`src/rtl/mod_exp_pkg.sv`:
```
// Shared encodings and constants for the modular-exponentiation sequencer
// and its Montgomery-product launcher.
package mod_exp_pkg;

  typedef enum logic [2:0] {
    ST_IDLE,
    ST_CONV_X,
    ST_CONV_R,
    ST_SQUARE,
    ST_MULT,
    ST_CONV_OUT,
    ST_DONE
  } top_state_e;

  typedef enum logic [1:0] {
    LS_IDLE,
    LS_ISSUE,
    LS_ARM,
    LS_WAIT
  } lch_state_e;

  // Zero-extended to the operand width at the point of use.
  localparam int unsigned ONE_OPERAND = 1;

  // Smallest index width with 2^w > exp_len.
  function automatic int cnt_w_for(input int exp_len);
    return $clog2(exp_len + 1);
  endfunction

endpackage

```
`src/rtl/mod_exp_ctrl_mp_launcher.sv`:
```
// Runs one Montgomery product through the multiplier's start/stop handshake:
// ISSUE pulses mp_start, ARM waits for the stop level to drop, WAIT captures.
module mp_launcher
  import mod_exp_pkg::*;
#(
  parameter int BIT_LEN = 64
) (
  input  logic               clk,
  input  logic               rst_n,
  input  logic               go,
  input  logic [BIT_LEN-1:0] a,
  input  logic [BIT_LEN-1:0] b,
  input  logic               mp_done,
  input  logic [BIT_LEN-1:0] mp_p,
  output logic               mp_start,
  output logic [BIT_LEN-1:0] mp_a,
  output logic [BIT_LEN-1:0] mp_b,
  output logic [BIT_LEN-1:0] product,
  output logic               ack,
  output logic [1:0]         dbg_state
);

  // Handshake: go is a 1-cycle request accepted only in LS_IDLE; ack is a
  // 1-cycle pulse the cycle after product has been captured.
  lch_state_e state, state_nx;

  assign dbg_state = state;

  always_comb begin
    state_nx = state;
    case (state)
      LS_IDLE:  if (go) state_nx = LS_ISSUE;
      LS_ISSUE: state_nx = LS_ARM;
      // A stop level still high from the previous product is not completion.
      LS_ARM:   if (!mp_done) state_nx = LS_WAIT;
      LS_WAIT:  if (mp_done) state_nx = LS_IDLE;
      default:  state_nx = LS_IDLE;
    endcase
  end

  always_ff @(posedge clk or negedge rst_n) begin
    if (!rst_n) begin
      state    <= LS_IDLE;
      mp_start <= 1'b0;
      mp_a     <= '0;
      mp_b     <= '0;
      product  <= '0;
      ack      <= 1'b0;
    end else begin
      state    <= state_nx;
      mp_start <= (state == LS_IDLE) && go;
      ack      <= (state == LS_WAIT) && mp_done;
      if (state == LS_IDLE && go) begin
        mp_a <= a;
        mp_b <= b;
      end
      if (state == LS_WAIT && mp_done) product <= mp_p;
    end
  end

endmodule

```
`src/rtl/mod_exp_ctrl.sv`:
```
// Left-to-right square-and-multiply sequencer in the Montgomery domain;
// every product is delegated to mp_launcher.
module mod_exp_ctrl
  import mod_exp_pkg::*;
#(
  parameter int BIT_LEN = 64,
  parameter int EXP_LEN = 64,
  parameter int CNT_W   = cnt_w_for(EXP_LEN)
) (
  input  logic               clk,
  input  logic               rst_n,
  input  logic               start,
  input  logic [BIT_LEN-1:0] base,
  input  logic [EXP_LEN-1:0] exponent,
  input  logic [BIT_LEN-1:0] modulus,
  input  logic [BIT_LEN-1:0] r2_mod,
  output logic               busy,
  output logic               done,
  output logic [BIT_LEN-1:0] result,
  output logic               mp_start,
  output logic [BIT_LEN-1:0] mp_a,
  output logic [BIT_LEN-1:0] mp_b,
  output logic [BIT_LEN-1:0] mp_m,
  input  logic               mp_done,
  input  logic [BIT_LEN-1:0] mp_p,
  output logic [2:0]         dbg_state,
  output logic [1:0]         dbg_lch_state
);

  localparam logic [BIT_LEN-1:0] ONE_B = BIT_LEN'(ONE_OPERAND);

  top_state_e         state, state_nx;
  logic [CNT_W-1:0]   idx;
  logic [BIT_LEN-1:0] x_r, r2_r, xm, am;
  logic [EXP_LEN-1:0] exp_r, exp_sh;
  logic               issued, go, ack, cur_bit, last_bit;
  logic [BIT_LEN-1:0] op_a, op_b, product;

  assign dbg_state = state;
  assign busy      = (state != ST_IDLE);
  assign done      = (state == ST_DONE);
  assign exp_sh    = exp_r >> idx;
  assign cur_bit   = exp_sh[0];
  assign last_bit  = (idx == '0);

  mp_launcher #(.BIT_LEN(BIT_LEN)) u_launcher (
    .clk       (clk),
    .rst_n     (rst_n),
    .go        (go),
    .a         (op_a),
    .b         (op_b),
    .mp_done   (mp_done),
    .mp_p      (mp_p),
    .mp_start  (mp_start),
    .mp_a      (mp_a),
    .mp_b      (mp_b),
    .product   (product),
    .ack       (ack),
    .dbg_state (dbg_lch_state)
  );

  // Each product state launches once on entry and advances on ack.
  always_comb begin
    state_nx = state;
    go       = 1'b0;
    op_a     = '0;
    op_b     = '0;
    case (state)
      ST_IDLE: if (start) state_nx = ST_CONV_X;
      ST_CONV_X: begin
        op_a = x_r;
        op_b = r2_r;
        go   = !issued;
        if (ack) state_nx = ST_CONV_R;
      end
      ST_CONV_R: begin
        op_a = ONE_B;
        op_b = r2_r;
        go   = !issued;
        if (ack) state_nx = ST_SQUARE;
      end
      ST_SQUARE: begin
        op_a = am;
        op_b = am;
        go   = !issued;
        if (ack) begin
          if (cur_bit)       state_nx = ST_MULT;
          else if (last_bit) state_nx = ST_CONV_OUT;
          else               state_nx = ST_SQUARE;
        end
      end
      ST_MULT: begin
        op_a = am;
        op_b = xm;
        go   = !issued;
        if (ack) state_nx = last_bit ? ST_CONV_OUT : ST_SQUARE;
      end
      ST_CONV_OUT: begin
        op_a = am;
        op_b = ONE_B;
        go   = !issued;
        if (ack) state_nx = ST_DONE;
      end
      ST_DONE: state_nx = ST_IDLE;
      default: state_nx = ST_IDLE;
    endcase
  end

  always_ff @(posedge clk or negedge rst_n) begin
    if (!rst_n) begin
      state  <= ST_IDLE;
      idx    <= '0;
      issued <= 1'b0;
      x_r    <= '0;
      exp_r  <= '0;
      mp_m   <= '0;
      r2_r   <= '0;
      xm     <= '0;
      am     <= '0;
      result <= '0;
    end else begin
      state <= state_nx;
      if (ack)     issued <= 1'b0;
      else if (go) issued <= 1'b1;

      if (state == ST_IDLE && start) begin
        x_r   <= base;
        exp_r <= exponent;
        mp_m  <= modulus;
        r2_r  <= r2_mod;
        idx   <= CNT_W'(EXP_LEN - 1);
      end

      if (ack) begin
        case (state)
          ST_CONV_X: xm <= product;
          ST_CONV_R: am <= product;
          ST_SQUARE: begin
            am <= product;
            if (!cur_bit && !last_bit) idx <= idx - 1'b1;
          end
          ST_MULT: begin
            am <= product;
            if (!last_bit) idx <= idx - 1'b1;
          end
          // The multiplier leaves its output below 2M; one subtract normalises it.
          ST_CONV_OUT: result <= (product >= mp_m) ? product - mp_m : product;
          default: ;
        endcase
      end
    end
  end

endmodule

```
`config.mk`:
```
export PLATFORM = sky130hd
export DESIGN_NAME = mod_exp_ctrl
export DESIGN_NICKNAME = d
export VERILOG_FILES = /design/src/rtl/mod_exp_pkg.sv /design/src/rtl/mod_exp_ctrl_mp_launcher.sv /design/src/rtl/mod_exp_ctrl.sv
export SDC_FILE = /design/constraint.sdc
export NUM_CORES = 1
export LEC_CHECK = 0
export CAP_MARGIN = 20
export CORE_ASPECT_RATIO = 1.25
export CORE_MARGIN = 8
export CORE_UTILIZATION = 55
export CTS_CLUSTER_SIZE = 30
export DETAILED_ROUTE_END_ITERATION = 7
export GPL_ROUTABILITY_DRIVEN = 0
export PLACE_DENSITY_LB_ADDON = 0.2
export SKIP_CTS_REPAIR_TIMING = 1
export SYNTH_ARGS = -nofsm -noshare
export SYNTH_HDL_FRONTEND = slang
export SYNTH_SLANG_ARGS = --single-unit
```
`constraint.sdc`:
```
create_clock -name clk -period 7.37 [get_ports clk]
set_input_delay 1.1055 -clock clk [delete_from_list [all_inputs] [get_ports clk]]
set_output_delay 1.1055 -clock clk [all_outputs]
set_load 0.1 [all_outputs]
```
==> qor.yml <==
grt:
  grtUsageTotal_pct: 29.8
  grt_pass1_vias: 27100
  antenna_found_initial: 12
  grt_max_degree: 195
  grt_pass1_wl_mm: 156
  grt_remaining_overflow: 0
outcome:
  status: "finished clean"
synthesis:
  ys_types: 73
  synth_area_mm2: 0.0319
  synth.net_count: 3793
  synth_cells: 3399
  ys.flop_type: "dfrtp_1"
  yosys_warnings: 0
  yosysMostFrequentCell: "nand2_1"
  ys_ff_latch: 655
  yosys-top-cells-count: "nand2_1 (900), dfrtp_1 (655), o21ai_0 (289), a21oi_1 (248), nor2_1 (203)"
  async_flop_share_pct: 100
  yosysTopAreaCellShare_pct: 51.3
  avgSynthCellArea_um2: 9.39
  yosys.area.top_type: "dfrtp_1"
  synth-edff-count: 0
  ys_seq_area_share_pct: 51.3
  synth_area_leaders: "dfrtp_1 (51%), nand2_1 (11%), mux2_2 (6.7%)"
clock_tree:
  clk_pin_slew_ns: 0.06
  cts_tree: "built"
  cts_max_level: 3
  clock_sinks: 655
  clkLatencyLatePin_ns: 0.61
  root_buffer: "clkbuf_16"
  cts_buffers: 67
  cts_buffer_depth: 3
route:
  highest_layer: "met5"
  viasPerCell: 5.71
  drt-met1-wl_mm: 39.4
  routed-via-count: 26700
  drt_wl_total_mm: 100
  ant_nets: 0
  wl_met3_mm: 6.70
  met2_wirelength_mm: 49.3
  routedWlPerCell_um: 21.4
  dr.pass1.iters: 6
  drt_iter0_drc: 1903
  drc_errors: 0
die:
  die_h_um: 285
  core_area_mm2: 0.0573
  ioPinCount: 588
  dieArea_mm2: 0.0661
  row_count: 98
  die_x_um: 232
  start_util_pct: 55.8
worst_setup_path:
  crit_type: "reg2out"
  crit_slowest_cell: "clkdlybuf4s50_1"
  required_ns: 6.26
  end_kind: "output port"
  start_kind: "register"
  path_cells: "nor3_1 > inv_1 > clkdlybuf4s50_1"
  path_max_fanout: 37
  path_delay_family: "buffers and inverters"
  max_stage_delay_ns: 1.01
  reg2reg_setup_slack_ns: 3.43
  cp_num_buf_inv: 2
  crit_arrival_ns: 3.03
placed_design:
  port_buffers: 587
  dp_hpwl_mm: 70.2
power_and_ir_drop:
  p_per_area_mw_per_mm2: 562
  totalPowerFinal_w: 0.0227
  vdd_drop_max_v: 0.000426
  leakage_nw: 18.7
min_path:
  hold_class: "reg2reg"
finish:
  final_nets: 4253
  syn2layout_area_growth_pct: 26.5
  layout-drive-gt1-share_pct: 9.54
sta:
  finalHoldViolations: 0
  finalMaxSlewViolations: 0
  tightest_slew_ns: 1.21
  fmax_mhz: 242
  rsz0062_at_grt: "false"
  slew_headroom_pct: 19.1
  period_minus_slack_ns: 4.14
  setup_viol: 0
  final.setup_skew_ns: 0.0301
  fin_tns_setup_ns: 0
  period_share_pct: 56.1
flow_run:
  cap_violations: 0
state kept, by name, summed over array words and instances (netlist names), 2 cells and up:
signal                flops
x_r                      64
am                       64
u_launcher.mp_a          64
mp_m                     64
r2_r                     64
u_launcher.dbg_state      2
u_launcher.product       64
idx                       7
result                   64
xm                       64
dbg_state                 3
exp_r                    64
u_launcher.mp_b          64
cell type report:
class	instances	area [µm²]
fill	4323	16900
sequential	655	16400
multi-input combinational	2433	14400
timing repair buffer	615	6140
clock buffer	104	2050
tap	750	938
inverter	87	328
clock inverter	14	121
antenna	11	27.5
metrics by stage:
stage	std cells	setup WS (ns)	instance area (µm²)	hold WS [ns]	utilization (%)
2_1_floorplan	3399	3.78	31900	0.437	-
3_3_place_gp	4539	3.59	38200	0.450	66.7
3_5_place_dp	4539	3.45	38200	0.456	66.7
4_1_cts	4657	3.19	40300	0.471	70.4
5_1_grt	4668	3.15	40400	0.489	70.5
6_report	4669	3.23	40400	0.466	70.5
layout by cell type (no fill, tap or decap), drive strengths merged, types with 13 or more instances in the layout:
cell	n
o21ai	293
inv	87
mux4	20
a22oi	65
nand3	33
ha	69
clkdlybuf4s50	581
a21o	46
buf	34
mux2i	90
mux2	191
nor2	204
nand2	901
a21oi	250
clkbuf	104
xnor2	25
nor3	26
xor2	27
nor2b	13
and3	18
clkinv	13
dfrtp	655
nand4	19
worst reg2reg max path, cell delays in order, from the launching register on:
cell,delay (ns)
dfrtp_1,0.38
inv_1,0.08
ha_1,0.22
fa_1,0.40
nor2b_1,0.21
o2111ai_1,0.17
a21oi_1,0.28
o21ai_0,0.23
o21ai_1,0.38
a21oi_1,0.24
o31ai_1,0.67
a21boi_0,0.26
xor2_1,0.19
o21ai_0,0.14
logic make-up (layout without fill, tap and decap cells):
family / count (synthesis) / in the layout / synth area share, %
adders and majority gates: 70 / 70 / 2.77
xor gates and xnor gates: 52 / 52 / 1.43
and+or+nand+nor: 1258 / 1258 / 15.9
DFF: 655 / 655 / 51.3
muxes: 301 / 301 / 11.1
other: 0 / 11 / 0
buffers and inverters: 311 / 820 / 3.86
AOI/OAI and AO/OA: 752 / 752 / 13.7
power by group:
group,internal (W),total [W],switching [W]
clock network,0.00193,0.00337,0.00144
logic,0.00428,0.0130,0.00869
registers,0.00512,0.00636,0.00125
path summary, 6_finish.rpt:
path | start | to | cells past startpoint
max reg2reg | u_launcher.product[0] | result[60] | 13
min | exp_r[19] | exp_r[19] | 2
max in group asynchronous | rst_n | result[29] | 2
min in group asynchronous | rst_n | exp_r[24] | 1
max | dbg_state[1] | busy | 3
min reg2reg | exp_r[19] | exp_r[19] | 2
routing by layer:
layer  vias up  GRT usage, %
met5         -             0
met1     13000          36.5
met3       199          5.89
met2       920          50.2
met4         4          14.0
li1      12500             -
Note: power is estimated with default switching activity, not from simulation.
